## config.mk

```make
export PLATFORM = sky130hd
export DESIGN_NAME = bus_mem_responder
export DESIGN_NICKNAME = d
export VERILOG_FILES = /design/src/rtl/bus_pkg.sv /design/src/rtl/bus_wait_counter.sv /design/src/rtl/bus_mem_responder.sv
export SDC_FILE = /design/constraint.sdc
export NUM_CORES = 2
export LEC_CHECK = 0
export CAP_MARGIN = 15
export CORE_MARGIN = 5
export CORE_UTILIZATION = 45
export DETAILED_ROUTE_END_ITERATION = 8
export HOLD_SLACK_MARGIN = 0.03
export PLACE_DENSITY = 0.63
export SYNTH_ARGS = -nofsm -noshare
export SYNTH_HDL_FRONTEND = slang
export SYNTH_HIERARCHICAL = 1
export SYNTH_SLANG_ARGS = --single-unit
```

## constraint.sdc

```tcl
create_clock -name clk -period 9.5 [get_ports clk]
set_input_delay 2.375 -clock clk [delete_from_list [all_inputs] [get_ports clk]]
set_output_delay 2.375 -clock clk [all_outputs]
set_load 0.02 [all_outputs]
```

## src/rtl/bus_pkg.sv

```systemverilog
`default_nettype none
// ============================================================================
// Module      : bus_pkg
// Description : Shared types and constants for the CPU-bus memory responder.
// Revision    : 1.0 - initial release
// ============================================================================
package bus_pkg;

    localparam int c_ADDR_W_DEFAULT = 8;
    localparam int c_DATA_W_DEFAULT = 8;

    typedef enum logic [1:0] {
        IDLE = 2'd0,
        WAIT = 2'd1,
        ACK  = 2'd2,
        DONE = 2'd3
    } state_t;

    typedef enum logic [1:0] {
        OP_RD  = 2'd0,
        OP_WR  = 2'd1,
        OP_BAD = 2'd2
    } op_t;

    // Simultaneous read and write strobes are an illegal transfer.
    function automatic op_t decode_op(input logic rd, input logic wr);
        if (rd && wr)
            return OP_BAD;
        else if (wr)
            return OP_WR;
        else
            return OP_RD;
    endfunction

endpackage
`default_nettype wire

```

## src/rtl/bus_wait_counter.sv

```systemverilog
`default_nettype none
// ============================================================================
// Module      : bus_wait_counter
// Description : 4-bit loadable down-counter with a zero flag.
// Revision    : 1.0 - initial release
// ============================================================================
module bus_wait_counter (
    input  logic       clk,
    input  logic       rst_n,
    input  logic       i_load,
    input  logic [3:0] i_load_val,
    input  logic       i_dec,
    output logic       o_zero
);

    logic [3:0] r_count;

    always_ff @(posedge clk or negedge rst_n) begin
        if (!rst_n)
            r_count <= 4'd0;
        else if (i_load)
            r_count <= i_load_val;
        else if (i_dec)
            r_count <= r_count - 4'd1;
    end

    assign o_zero = (r_count == 4'd0);

endmodule
`default_nettype wire

```

## src/rtl/bus_mem_responder.sv

```systemverilog
`default_nettype none
// ============================================================================
// Module      : bus_mem_responder
// Description : CPU-bus target with wait states, ready/err acknowledge and a
//               local register-array memory.
// Revision    : 1.0 - initial release
// ============================================================================
module bus_mem_responder
    import bus_pkg::*;
#(
    parameter int ADDR_W      = c_ADDR_W_DEFAULT,
    parameter int DATA_W      = c_DATA_W_DEFAULT,
    parameter int DEPTH       = 256,
    parameter int WAIT_CYCLES = 1
) (
    input  logic              clk,
    input  logic              rst_n,
    input  logic              ce,
    input  logic              rd,
    input  logic              wr,
    input  logic [ADDR_W-1:0] addr,
    input  logic [DATA_W-1:0] data_wr,
    output logic [DATA_W-1:0] data_rd,
    output logic              ready,
    output logic              err
);

    localparam int         c_IDX_W    = (DEPTH > 1) ? $clog2(DEPTH) : 1;
    localparam logic [3:0] c_WAIT_LD  = (WAIT_CYCLES == 0) ? 4'd0 : 4'(WAIT_CYCLES - 1);
    localparam bit         c_NO_WAIT  = (WAIT_CYCLES == 0);

    state_t              r_state;
    op_t                 r_op;
    logic [ADDR_W-1:0]   r_addr;
    logic [DATA_W-1:0]   r_wdata;
    logic [DATA_W-1:0]   r_data_rd;
    logic                r_ready;
    logic                r_err;
    logic [DATA_W-1:0]   r_mem [DEPTH];

    logic                w_req;
    logic                w_zero;
    logic                w_load;
    logic                w_dec;
    logic                w_go_ack;
    op_t                 w_act_op;
    logic [ADDR_W-1:0]   w_act_addr;
    logic [DATA_W-1:0]   w_act_wdata;
    logic                w_act_bad;
    logic [c_IDX_W-1:0]  w_idx;
    logic                w_mem_we;

    assign w_req  = ce && (rd || wr);
    assign w_load = (r_state == IDLE) && w_req;
    assign w_dec  = (r_state == WAIT) && ce && !w_zero;

    // With no wait states the acknowledge is taken straight from the live
    // request, so the transfer attributes bypass the latches in IDLE.
    assign w_go_ack    = ((r_state == IDLE) && w_req && c_NO_WAIT) ||
                         ((r_state == WAIT) && ce && w_zero);
    assign w_act_op    = (r_state == IDLE) ? decode_op(rd, wr) : r_op;
    assign w_act_addr  = (r_state == IDLE) ? addr : r_addr;
    assign w_act_wdata = (r_state == IDLE) ? data_wr : r_wdata;
    assign w_act_bad   = (w_act_op == OP_BAD) || (32'(w_act_addr) >= DEPTH);
    assign w_idx       = w_act_addr[c_IDX_W-1:0];
    assign w_mem_we    = w_go_ack && (w_act_op == OP_WR) && !w_act_bad;

    bus_wait_counter u_wait_counter (
        .clk        (clk),
        .rst_n      (rst_n),
        .i_load     (w_load),
        .i_load_val (c_WAIT_LD),
        .i_dec      (w_dec),
        .o_zero     (w_zero)
    );

    always_ff @(posedge clk) begin
        if (w_mem_we)
            r_mem[w_idx] <= w_act_wdata;
    end

    always_ff @(posedge clk or negedge rst_n) begin
        if (!rst_n) begin
            r_state   <= IDLE;
            r_op      <= OP_RD;
            r_addr    <= '0;
            r_wdata   <= '0;
            r_data_rd <= '0;
            r_ready   <= 1'b0;
            r_err     <= 1'b0;
        end else begin
            r_ready <= 1'b0;
            r_err   <= 1'b0;
            if (w_go_ack) begin
                r_ready <= 1'b1;
                r_err   <= w_act_bad;
                if (w_act_bad)
                    r_data_rd <= '0;
                else if (w_act_op == OP_RD)
                    r_data_rd <= r_mem[w_idx];
            end
            case (r_state)
                IDLE: begin
                    if (w_req) begin
                        r_op    <= decode_op(rd, wr);
                        r_addr  <= addr;
                        r_wdata <= data_wr;
                        r_state <= c_NO_WAIT ? ACK : WAIT;
                    end
                end
                WAIT: begin
                    if (!ce)
                        r_state <= IDLE;
                    else if (w_zero)
                        r_state <= ACK;
                end
                ACK:     r_state <= DONE;
                // Hold here until ce drops so a held request is serviced once.
                DONE:    if (!ce) r_state <= IDLE;
                default: r_state <= IDLE;
            endcase
        end
    end

    assign data_rd = r_data_rd;
    assign ready   = r_ready;
    assign err     = r_err;

endmodule
`default_nettype wire

```

# == Yosys cells after proc, flatten, opt, wreduce, memory -nomap -nowiden ==
# Memories as Yosys holds them, arrays and structs flattened.
# Index checks and enable logic that the tools add are counted.
# op_classes
shifts,0
magnitude_cmp,0
multipliers,0
mux,18
n_eq_ne,8
n_bitwise,0
add_sub_neg,1
div_mod_pow,0
reduce_logical,19
# op_table
operator,n
$mux 8,4
$mux 2,6
$logic_and 1x1->1,8
$mux 4,2
$pmux 2 s4,1
$eq 2x2->1 const B,3
$mux 1,5
$eq 2x1->1 const B,2
$logic_not 2->1,2
$logic_not 4->1,1
$ne 2x2->1 const B,2
$reduce_and 2->1,2
$reduce_bool 2->1,2
$sub 4x1->4 const B,1
$ne 3x3->1 const B,1
$reduce_and 3->1,1
$logic_not 1->1,2
$logic_or 1x1->1,1
# word_totals
output_inout_bits,10
wordCells,55
in_bits,21
reg_bits,34
rom_bits,0
latchBits,0
memories,1
ramBits,2048
# memory_table
memory,words,word_bits,rd,rd_clocked_by_memory_dff,wr,line,source
r_mem,256,8,1,0,1,bus_mem_responder.sv:39,logic [DATA_W-1:0] r_mem [DEPTH];

# == Logic depth before layout (Yosys ltp) ==
# depth
ltp_word,8
depth_mapped,16
ltp_nobuf,9

# == By module ==
# The synthesis kept the hierarchy.
# modules_own_cells
module,seq_area_each_um2,area_per_inst_um2,instances,cells_each
bus_mem_responder,62249.7,76911.3,1,4651
bus_wait_counter,100.1,227.7,1,22

# == Worst setup path before layout ==
# OpenSTA, ideal clock, no wires.
# synth_path
path_kind,input to register
from,in data_wr[0]
to,mem r_mem[0][0] in the netlist's numbering (data pin)
required_ns,8.677
path_buffers,0
setup_slack_ns,3.206
cell_stages,2
setup_ns,0.823
t_arrival_ns,5.471
path_cell_list,nand2_1 nand2_1
# synth_between
elab_chain_len,1
# synth_rtl
item,line,source
start: declaration,bus_mem_responder.sv:22,"input logic [DATA_W-1:0] data_wr,"
$mux 8,bus_mem_responder.sv:63,assign w_act_wdata = (r_state == IDLE) ? data_wr : r_wdata;
via w_act_wdata[0],bus_mem_responder.sv:48,logic [DATA_W-1:0] w_act_wdata;
end: declaration,bus_mem_responder.sv:39,
# The timed path passes the listed nets, and every way through them passes these cells.

# == Final worst setup path ==
# layout_path
from,in addr[1]
to,"reg r_data_rd[5], in the netlist data_rd[5]"
# layout_between
elab_chain_len,4
# layout_rtl
item,line,source
start: declaration,bus_mem_responder.sv:21,"input logic [ADDR_W-1:0] addr,"
$mux 8,bus_mem_responder.sv:62,assign w_act_addr = (r_state == IDLE) ? addr : r_addr;
$mem_v2 256x8,n/a,
$mux 8,bus_mem_responder.sv:99,else if (w_act_op == OP_RD)
$mux 8,bus_mem_responder.sv:97,if (w_act_bad)
end signal: assignment,bus_mem_responder.sv:100,r_data_rd <= r_mem[w_idx];
end: declaration,bus_mem_responder.sv:36,logic [DATA_W-1:0] r_data_rd;
# Every way passes these cells. The select of a mux whose other input is x is not followed.
# A chain may end at the register's enable or synchronous reset.

==> impl_metrics.csv <==
group,metric,value,unit
routing,vias_per_cell,6.61,
routing,drt-wirelength-per-cell,32.4,um
cts,postCtsSetupBuffers,0,
cts,cts_buffer_depth,3,
floorplanning,pin_count,31,
routing,routed_wl,230000,um
cts,path_clk_slew,0.06,ns
finish,syn2layout_area_growth,11.4,%
yosys,synth_simple_gate_area_share,6.03,%
floorplanning,die_width,424,um
floorplanning,die_area,180000,sq um
power_and_ir_drop,power.density,355,nW/um^2
timing,skew,0.0521,ns
yosys,synth_area,77100,sq um
timing,fin_crit_sh,68.7,%
yosys,synthAdderAreaFrac,0.0162,%
global_routing,grt.met2_usage,38.4,%
finish,layout_commonest_cell,"edfxtp_1",
timing,min_period,6.53,ns
yosys,muxShareOfSynthArea,0.354,%
timing,final_hold_viol_count,0,
finish,mostFrequentLayoutCells,"edfxtp_1 (2048), o22ai_1 (901), nor3_1 (421)",
worst_setup_path,cp-start-kind,"input port",
routing,antenna_left,0,
worst_setup_path,endpoint_kind,"register",
cts,hold_buffers,0,
power_and_ir_drop,leakagePower,25.8,nW
yosys,synth_xor_xnor_area_share,0.0341,%
routing,num_vias,46800,
place,dp_hpwl,129000,um
routing,drc,0,
yosys,synth_compound_area_share,10.5,%
worst_setup_path,crit_path_max_fanout,54,
worst_setup_path,critPathRequiredTime,10.27,ns
finish,layout-drive-gt1-share,9.32,%
yosys,syn_inst,4673,
yosys,async_flop_share,1.63,%
global_routing,top_usage_layer,"met2",
yosys,synth_top_family_by_area,"compound AO/OA/AOI/OAI gates",
timing,rsz0062_at_grt,"no",
timing,relSlewSlack,11.5,%
global_routing,overflow,0,
cts,clkLatencyLatePin,0.84,ns
place,dp.cells,6718,
cts,cts_resized,0,
global_routing,grt_pass1_vias,45200,
yosys,ys.flop_type,"edfxtp_1",
routing,dr.pass1.iters,5,
power_and_ir_drop,finalPower,30.6,mW
cts,ctsRootBufferMaster,"clkbuf_16",
yosys,avgSynthCellArea,16.5,sq um
yosys,synth-seq-cells,2082,
yosys,synth-seq-area-share,80.8,%
global_routing,grt_pass1_wl,327000,um
finish,final_area,86000,sq um
finish,seq_area,62300,sq um
global_routing,grt_util_met3,5.91,%
finish,num-fill-cells,13800,
routing,drt-initial-drc-count,6892,
worst_setup_path,cp.arrival,7.30,ns
timing,setup_tns,0,ns
yosys,yosys_warnings,6,
place,io_buffers,30,
timing,final_max_slew_viol_count,0,
global_routing,antenna_found_initial,6,
place,dpl_cell_area,79900,sq um
floorplanning,floorplan.initialDensity,45.1,%
floorplanning,die_h,424,um
finish,multi_input_area,13300,sq um
finish,fin_cells,7088,
cts,cts_num_sinks,2082,
finish,nets,4709,
timing,setup_viol,0,
global_routing,track_usage,25.0,%
min_path,hold_path_class,"register to register",
place,routabilityCongestion,0.903,
cts,htree_levels,4,
floorplanning,core_area,171000,sq um
yosys,ys_types,59,
run_status,status,"complete, no violations",
job,cap_violations,0,
floorplanning,fp-row-count,152,
timing,max_freq,0.153,GHz
cts,cts_buffers,199,
global_routing,grt_max_degree,217,
global_routing,grt_util_met1,34.6,%
cts,cts_tree,"done",
worst_setup_path,crit_type,"input port to register",
timing,worstMarginPinSlew,1.32,ns
yosys,synth-edff-count,2048,
power_and_ir_drop,max-vdd-ir-drop,0.324,mV
==> path summary, 6_finish.rpt <==
check / from / endpoint / slack [ns] / cells past startpoint
max in group asynchronous: rst_n / data_rd[4] / 7.12 / 1
max reg2reg: r_state[0] / data_rd[5] / 3.83 / 10
max: addr[1] / data_rd[5] / 2.97 / 11
min reg2reg: r_wdata[6] / r_wdata[6] / 0.51 / 1
min in group asynchronous: rst_n / err / 1.74 / 1
min: r_wdata[6] / r_wdata[6] / 0.51 / 1
==> where the power goes <==
| group | leakage, nW | internal [mW] | switching (mW) |
|---|---|---|---|
| registers | 18.9 | 12.1 | 0.105 |
| logic | 3.93 | 2.43 | 8.46 |
| clock network | 2.97 | 4.07 | 3.38 |
| total | 25.8 | 18.6 | 11.9 |
==> metrics by stage <==
step	hold slack [ns]	util, %	worst slack, ns
final	0.508	50.3	2.97
after global routing	0.523	50.3	3.05
after CTS	0.511	50.3	3.33
after detailed placement	0.496	46.7	2.44
after global placement	0.490	46.7	2.13
after floorplan	0.481	-	3.21
==> cells by family (layout without fill, tap and decap cells) <==
group / count (synthesis) / in the layout
DFF: 2082 / 2082
AOI/OAI and AO/OA: 1236 / 1236
and+or+nand+nor: 981 / 981
buffers and inverters: 345 / 519
muxes: 24 / 24
xor gates and xnor gates: 3 / 3
adders and majority gates: 1 / 1
other: 1 / 9
==> registers in the layout (all words and copies together) (netlist names), named ones only <==
register	cells
r_wdata	8
u_wait_counter/r_count	4
r_addr	8
r_op	2
err	1
ready	1
data_rd	8
r_state	1
r_mem	2048
==> per-layer routing <==
metal	part of all wire (%)	vias to the layer above
li1	-	19400
met1	38	23600
met2	46	3258
met3	12	540
met4	4.8	10
met5	0.032	-
==> worst max-delay path, cell delays in order <==
cell             delay, ns
clkdlybuf4s50_1       0.57
or4b_1                0.23
o21a_4                0.63
buf_4                 0.69
o22ai_1               0.14
or3_1                 0.33
o311ai_0              0.11
a21oi_1               0.24
or4_1                 0.64
nor3_1                1.02
a32o_1                0.29
==> layout make-up <==
cell class	instances	share of cell area, %
clock buffers	244	6.09
well taps	2233	3.25
inverters	6	0.0262
flip-flops and latches	2082	72.5
diodes	5	0.0146
multi-input cells	2249	15.5
clock inverters	120	0.980
repair buffers	149	1.61
==> synth_stat cells, drive strengths merged (15+ instances only) <==
| library cell | n | area [sq um] |
|---|---|---|
| a22oi | 106 | 796 |
| nor2 | 286 | 1080 |
| nand2 | 89 | 339 |
| o22ai | 901 | 5640 |
| a21oi | 46 | 230 |
| nor3 | 421 | 2110 |
| buf | 216 | 1250 |
| o311ai | 59 | 517 |
| edfxtp | 2048 | 61500 |
| o21ai | 40 | 200 |
| nand4 | 15 | 93.8 |
| or3 | 44 | 275 |
| mux2 | 20 | 229 |
| a221oi | 29 | 254 |
| dfrtp | 34 | 851 |
| nor4 | 51 | 319 |
| nand3 | 45 | 225 |
| clkbuf | 123 | 462 |
No activity file was read; power rests on OpenSTA's default activity.
